--- src/rtl/alu_arbiter.sv ---
// Two-port front end for a shared combinational ALU.
// One operation in flight: IDLE accepts, EXEC captures, RESP holds until consumed.
module alu_arbiter #(
    parameter bit FIXED_PRIO = 1'b0
) (
    input  logic        clk,
    input  logic        reset_n,

    input  logic        req0_valid,
    output logic        req0_ready,
    input  logic [4:0]  req0_op,
    input  logic [31:0] req0_num1,
    input  logic [31:0] req0_num2,
    input  logic [4:0]  req0_shamt,

    input  logic        req1_valid,
    output logic        req1_ready,
    input  logic [4:0]  req1_op,
    input  logic [31:0] req1_num1,
    input  logic [31:0] req1_num2,
    input  logic [4:0]  req1_shamt,

    output logic        resp0_valid,
    input  logic        resp0_ready,
    output logic [31:0] resp0_result,
    output logic [2:0]  resp0_flags,

    output logic        resp1_valid,
    input  logic        resp1_ready,
    output logic [31:0] resp1_result,
    output logic [2:0]  resp1_flags,

    output logic [4:0]  alu_op,
    output logic [31:0] alu_num1,
    output logic [31:0] alu_num2,
    output logic [4:0]  alu_shamt,
    input  logic [31:0] alu_result,
    input  logic        alu_overflow,
    input  logic        alu_sig_overflow,
    input  logic        alu_op_invalid,

    output logic        busy,
    output logic [15:0] op_count
);

    typedef enum logic [1:0] {
        IDLE = 2'd0,
        EXEC = 2'd1,
        RESP = 2'd2
    } state_t;

    state_t      state_q;
    logic        last_grant_q;
    logic        owner_q;
    logic [4:0]  op_q;
    logic [31:0] num1_q;
    logic [31:0] num2_q;
    logic [4:0]  shamt_q;
    logic [31:0] result_q;
    logic [2:0]  flags_q;
    logic [15:0] op_count_q;
    logic [15:0] op_count_d;
    logic        resp0_valid_q;
    logic        resp1_valid_q;
    logic        busy_q;

    logic        grant0;
    logic        grant1;
    logic        consume;

    // last_grant_q names the port that won most recently; a tie goes to the other one
    always_comb begin
        grant0 = 1'b0;
        grant1 = 1'b0;
        if (FIXED_PRIO) begin
            grant0 = req0_valid;
            grant1 = req1_valid && !req0_valid;
        end else if (req0_valid && req1_valid) begin
            grant0 = last_grant_q;
            grant1 = !last_grant_q;
        end else begin
            grant0 = req0_valid;
            grant1 = req1_valid;
        end
    end

    assign consume    = owner_q ? resp1_ready : resp0_ready;
    assign op_count_d = op_count_q + 16'd1;

    always_ff @(posedge clk) begin
        if (!reset_n) begin
            state_q       <= IDLE;
            last_grant_q  <= 1'b1;
            owner_q       <= 1'b0;
            op_q          <= '0;
            num1_q        <= '0;
            num2_q        <= '0;
            shamt_q       <= '0;
            result_q      <= '0;
            flags_q       <= '0;
            op_count_q    <= '0;
            resp0_valid_q <= 1'b0;
            resp1_valid_q <= 1'b0;
            busy_q        <= 1'b0;
        end else begin
            unique case (state_q)
                IDLE: begin
                    if (grant0 || grant1) begin
                        op_q         <= grant1 ? req1_op    : req0_op;
                        num1_q       <= grant1 ? req1_num1  : req0_num1;
                        num2_q       <= grant1 ? req1_num2  : req0_num2;
                        shamt_q      <= grant1 ? req1_shamt : req0_shamt;
                        owner_q      <= grant1;
                        last_grant_q <= grant1;
                        busy_q       <= 1'b1;
                        state_q      <= EXEC;
                    end
                end
                EXEC: begin
                    result_q      <= alu_result;
                    flags_q       <= {alu_op_invalid, alu_sig_overflow, alu_overflow};
                    resp0_valid_q <= !owner_q;
                    resp1_valid_q <= owner_q;
                    state_q       <= RESP;
                end
                RESP: begin
                    if (consume) begin
                        resp0_valid_q <= 1'b0;
                        resp1_valid_q <= 1'b0;
                        busy_q        <= 1'b0;
                        op_count_q    <= op_count_d;
                        state_q       <= IDLE;
                    end
                end
                default: begin
                    resp0_valid_q <= 1'b0;
                    resp1_valid_q <= 1'b0;
                    busy_q        <= 1'b0;
                    state_q       <= IDLE;
                end
            endcase
        end
    end

    // Outputs are forced low while reset is held, not only after the reset edge
    assign req0_ready   = reset_n && (state_q == IDLE) && grant0;
    assign req1_ready   = reset_n && (state_q == IDLE) && grant1;

    assign resp0_valid  = reset_n && resp0_valid_q;
    assign resp1_valid  = reset_n && resp1_valid_q;
    assign resp0_result = reset_n ? result_q : '0;
    assign resp1_result = reset_n ? result_q : '0;
    assign resp0_flags  = reset_n ? flags_q  : '0;
    assign resp1_flags  = reset_n ? flags_q  : '0;

    assign alu_op       = reset_n ? op_q    : '0;
    assign alu_num1     = reset_n ? num1_q  : '0;
    assign alu_num2     = reset_n ? num2_q  : '0;
    assign alu_shamt    = reset_n ? shamt_q : '0;

    assign busy         = reset_n && busy_q;
    assign op_count     = op_count_q;

endmodule

--- config.mk ---
export PLATFORM = sky130hd
export DESIGN_NAME = alu_arbiter
export DESIGN_NICKNAME = d
export VERILOG_FILES = /design/src/rtl/alu_arbiter.sv
export SDC_FILE = /design/constraint.sdc
export NUM_CORES = 1
export LEC_CHECK = 0
export ABC_AREA = 1
export CAP_MARGIN = 0
export CORE_ASPECT_RATIO = 0.8
export CORE_MARGIN = 4
export CORE_UTILIZATION = 40
export DETAILED_ROUTE_END_ITERATION = 16
export PLACE_DENSITY_LB_ADDON = 0.1
export SLEW_MARGIN = 20
export SYNTH_ARGS = -nofsm -noshare
export SYNTH_HDL_FRONTEND = slang
export SYNTH_SLANG_ARGS = --single-unit
export TNS_END_PERCENT = 5
--- constraint.sdc ---
create_clock -name clk -period 2 [get_ports clk]
set_clock_uncertainty 0.15 [all_clocks]
set_input_delay 0.4 -clock clk [delete_from_list [all_inputs] [get_ports clk]]
set_output_delay 0.4 -clock clk [all_outputs]
set_load 0.02 [all_outputs]
# Word-level counts from Yosys, hierarchy flattened
# Index checks and enable logic that the tools add are counted.
totals:
  reg_bits: 132
  in_bits: 189
op_classes:
  n_addsub: 1
  eq_ne: 4
  muxes: 21
  bitwise_logic: 2
  n_reduce_logical: 16
ops:
  columns: ["operator", "count"]
  rows:
  - ["2-to-1 mux 32 bit", 5]
  - ["2-to-1 mux 5 bit", 4]
  - ["adder 16 x 1 -> 16 bit, second input constant", 1]
  - ["case mux 1 bit (3 select lines)", 3]
  - ["AND reduction 2 bit", 4]
  - ["logical AND 1 bit", 7]
  - ["case mux 2 bit (3 select lines)", 1]
  - ["2-to-1 mux 1 bit", 5]
  - ["2-to-1 mux 2 bit", 2]
  - ["!= test 2 bit, second input constant", 2]
  - ["2-to-1 mux 3 bit", 1]
  - ["AND reduction 3 bit", 1]
  - ["equality test 2 x 1 -> 1 bit, second input constant", 1]
  - ["equality test 2 bit, second input constant", 1]
  - ["logical NOT 1 bit", 2]
  - ["logical NOT 2 bit", 1]
  - ["NOT 1 bit", 2]
  - ["logical OR 1 bit", 1]

# Longest topological paths before layout
depth:
  word_depth: 5
  depth_mapped: 9

# Worst setup path before layout
# No wires, ideal clock.
synth_path:
  path_type: "input -> output"
  startpoint: "in reset_n"
  endpoint: "out resp1_flags[0]"
  t_arrival_ps: 1350
  required_ps: 1450
  slack_ps: 100
  cell_stages: 5
  n_path_buf: 3
  cell_sequence: "clkbuf_1 -> buf_1 -> nand2_1 -> inv_1 -> buf_4"
synth_between:
  elab_chain_cells: 1
synth_lines:
  columns: ["item", "line_no", "text"]
  rows:
  - ["from (decl)", "7", "input logic reset_n,"]
  - ["2-to-1 mux 3 bit", null, null]
  - ["to (decl)", "31", "output logic [2:0] resp1_flags,"]
# Every way passes these cells.

# Final worst setup path
layout_path:
  startpoint: "reg op_count_q[15], in the netlist op_count[15]"
  endpoint: "out op_count[15]"
layout_lines:
  columns: ["item", "line_no", "text"]
  rows:
  - ["from (decl)", "61", "logic [15:0] op_count_q;"]
  - ["from (signal assigned)", "131", "op_count_q <= op_count_d;"]
  - ["to (decl)", "43", "output logic [15:0] op_count"]
# No word-level cell between the ends.

==> results_dict.tcl <==
set metrics [dict create \
    status "complete, no violations" \
    grt_usage 0.2169 \
    crit_path_top_delay_cell "clkdlybuf4s50_1" \
    dp.cells 1452 \
    drive_gt1_frac 0.1116 \
    tightest_slew_ns 0.6714 \
    ant_nets 0 \
    drv_slew 0 \
    ys_seq_area_frac 0.3944 \
    ir_drop_v 0.0007007 \
    hold_violations 0 \
    dr.pass1.iters 4 \
    n_fill_cell 1522 \
    core_area_um2 16500 \
    dieArea_um2 18900 \
    synth_warnings 0 \
    dr.first_iter.drc_count 287 \
    rows 42 \
    slew_headroom 0.5518 \
    p_clk_frac 0.334 \
    path_clk_slew_ns 0.06 \
    synth-async-reset-ratio 0 \
    worst_slack_ns 0.07079 \
    dieWidth_um 152.7 \
    synth_nets 1112 \
    syn2layout_area_growth_pct 63.34 \
    p_int_mw 6.155 \
    fmaxAchievable_mhz 518.3 \
    netlist_area_um2 6700 \
    fin_nets 1441 \
    grt.overflow.total 0 \
    via_per_inst 4.522 \
    h-tree-depth 4 \
    grt_pass1_wl_um 32400 \
    setup_viol 0 \
    grt_max_degree 58 \
    critPathKind "register to output port" \
    startpoint_type "register" \
    cts_setup_buffers 0 \
    clockBufferDepth 2 \
    critPathTopFamily "buffers and inverters" \
    power_density_nw_per_um2 820.6 \
    worstSetupEndpointType "output port" \
    fp.dieH_um 123.8 \
    syn_area_per_cell_um2 7.267 \
    synthCells 922 \
    power_switching_mw 2.825 \
    pin_count 354 \
    cts_tree "done" \
    start_util 0.4061 \
    cp_max_fo 3 \
    whs_ns 0.2866 \
    finalWirelength_um 21590 \
    p_comb_frac 0.309 \
    routabilityCongestion 0.8151 \
    final_common_cell "clkdlybuf4s50_1" \
    clk_latency_ns 0.41 \
    routed-via-count 6710 \
    final_cell_mix "188 x clkdlybuf4s50_1, 180 x nor2_1, 157 x nand2_1, 138 x inv_1, 132 x dfxtp_1" \
    seqPwrFrac 0.357 \
    ys_dominant_reg_cell "dfxtp_1" \
    cp_num_buf_inv 1 \
    cts_buffers 17 \
    cp_data_required_time_ns 1.45 \
    min_path_type "input port to register" \
    hpwlAfterDp_um 16420 \
    period_needed_ns 1.929 \
    cap_violations 0 \
    cts.sinks 132 \
    slowest_delay_ns 0.61 \
    cp.arrival_ns 1.38 \
    synth_edf_count 0 \
    wire_per_inst_um 14.55 \
    ys_seq_elements 132 \
    antenna_cells 0 \
    period_share 0.9646 \
    grt_antenna_before_repair 1 \
    root_buffer "clkbuf_16" \
    place.port_buffers 353 \
    dp_slack_ns -0.3345 \
    path_cells "clkdlybuf4s50_1" \
    switching_share 0.3146 \
    final_cells 1484 \
    synth_cell_types 24 \
    grt_pass1_vias 6340 \
    drcViolationCount 0 \
    p_leak_nw 6.647 \
    rsz0062_at_grt "no" \
]
[repair_timing]
action,in CTS,in global routing
endpoints found under the setup margin,149,48
resized for setup,112,49
hold endpoints to repair,0,0
pin swaps,0,0
hold buffers,0,0
[metrics by stage]
stage | setup TNS [ns] | instance area (µm²) | utilization | power [mW]
after global routing | 0 | 10940 | 0.6633 | 9.480
after global placement | -30.33 | 10400 | 0.6300 | 6.175
final | 0 | 10940 | 0.6633 | 8.980
after CTS | -5.649 | 10830 | 0.6566 | 9.110
after floorplan | 0 | 6700 | - | 4.907
after detailed placement | -29.75 | 10400 | 0.6300 | 6.214
[metal layers]
layer,share of wire,up-vias,global-route usage
li1,-,3474,-
met2,0.50,231,0.3837
met5,0.00056,-,0
met4,0.025,2,0.07902
met1,0.38,2970,0.2328
met3,0.096,33,0.09587
[synth_stat cells (15+ instances only)]
library cell / number / area [µm²]
clkbuf_1: 19 / 71.32
o21ai_0: 46 / 230.2
dfxtp_1: 132 / 2643
mux2i_1: 74 / 740.7
buf_2: 15 / 75.07
nor2_1: 180 / 675.7
a21oi_2: 50 / 437.9
inv_1: 139 / 521.8
a21oi_1: 34 / 170.2
buf_4: 37 / 277.8
nand2_1: 158 / 593.1
[worst min-delay path, cell delays in order]
cell     delay [ns]
buf_4          0.15
nand2_1        0.14
o22ai_1        0.10
[worst paths after layout]
path | slack (ns) | start | depth (start not counted) | end
max | 0.07 | op_count[15]$_SDFFE_PN0P_ | 1 | op_count[15]
min | 0.29 | reset_n | 3 | owner_q$_SDFFE_PN0P_
max reg2reg | 0.28 | last_grant_q$_SDFFE_PN1P_ | 6 | num1_q[21]$_SDFFE_PN0P_
min reg2reg | 0.33 | op_count[4]$_SDFFE_PN0P_ | 2 | op_count[4]$_SDFFE_PN0P_
[cells by family after synthesis]
group,count (synthesis),share of synthesized area
compound gates,133,0.1283
simple gates,357,0.2058
mux,74,0.1106
flops,132,0.3944
buf+inv,225,0.1591
fa+ha+maj,1,0.001867
[final cells by class]
cell class | count | area, µm² | share of cell area
timing repair buffer | 393 | 3924 | 0.3585
clock inverter | 13 | 136.4 | 0.01246
inverter | 142 | 534.3 | 0.04882
sequential | 132 | 2643 | 0.2415
clock buffer | 19 | 432.9 | 0.03956
tap | 220 | 275.3 | 0.02515
multi-input combinational | 565 | 2999 | 0.2740
[sequential cells by signal, summed over array words and instances, names as in the netlist]
register	flops
shamt_q	5
resp1_valid_q	1
op_count	16
resp0_valid_q	1
num2_q	32
state_q	2
num1_q	32
last_grant_q	1
op_q	5
result_q	32
owner_q	1
busy_q	1
flags_q	3
[power by group through the flow]
stage / Combinational [mW] / Sequential, mW / Clock [mW]
6_report: 2.78 / 3.20 / 3.00
5_1_grt: 3.05 / 3.25 / 3.18
4_1_cts: 2.83 / 3.20 / 3.07
3_5_place_dp: 2.95 / 3.26 / 0
3_3_place_gp: 2.93 / 3.24 / 0
2_1_floorplan: 1.68 / 3.23 / 0
Power figures use the tool's default switching activity.
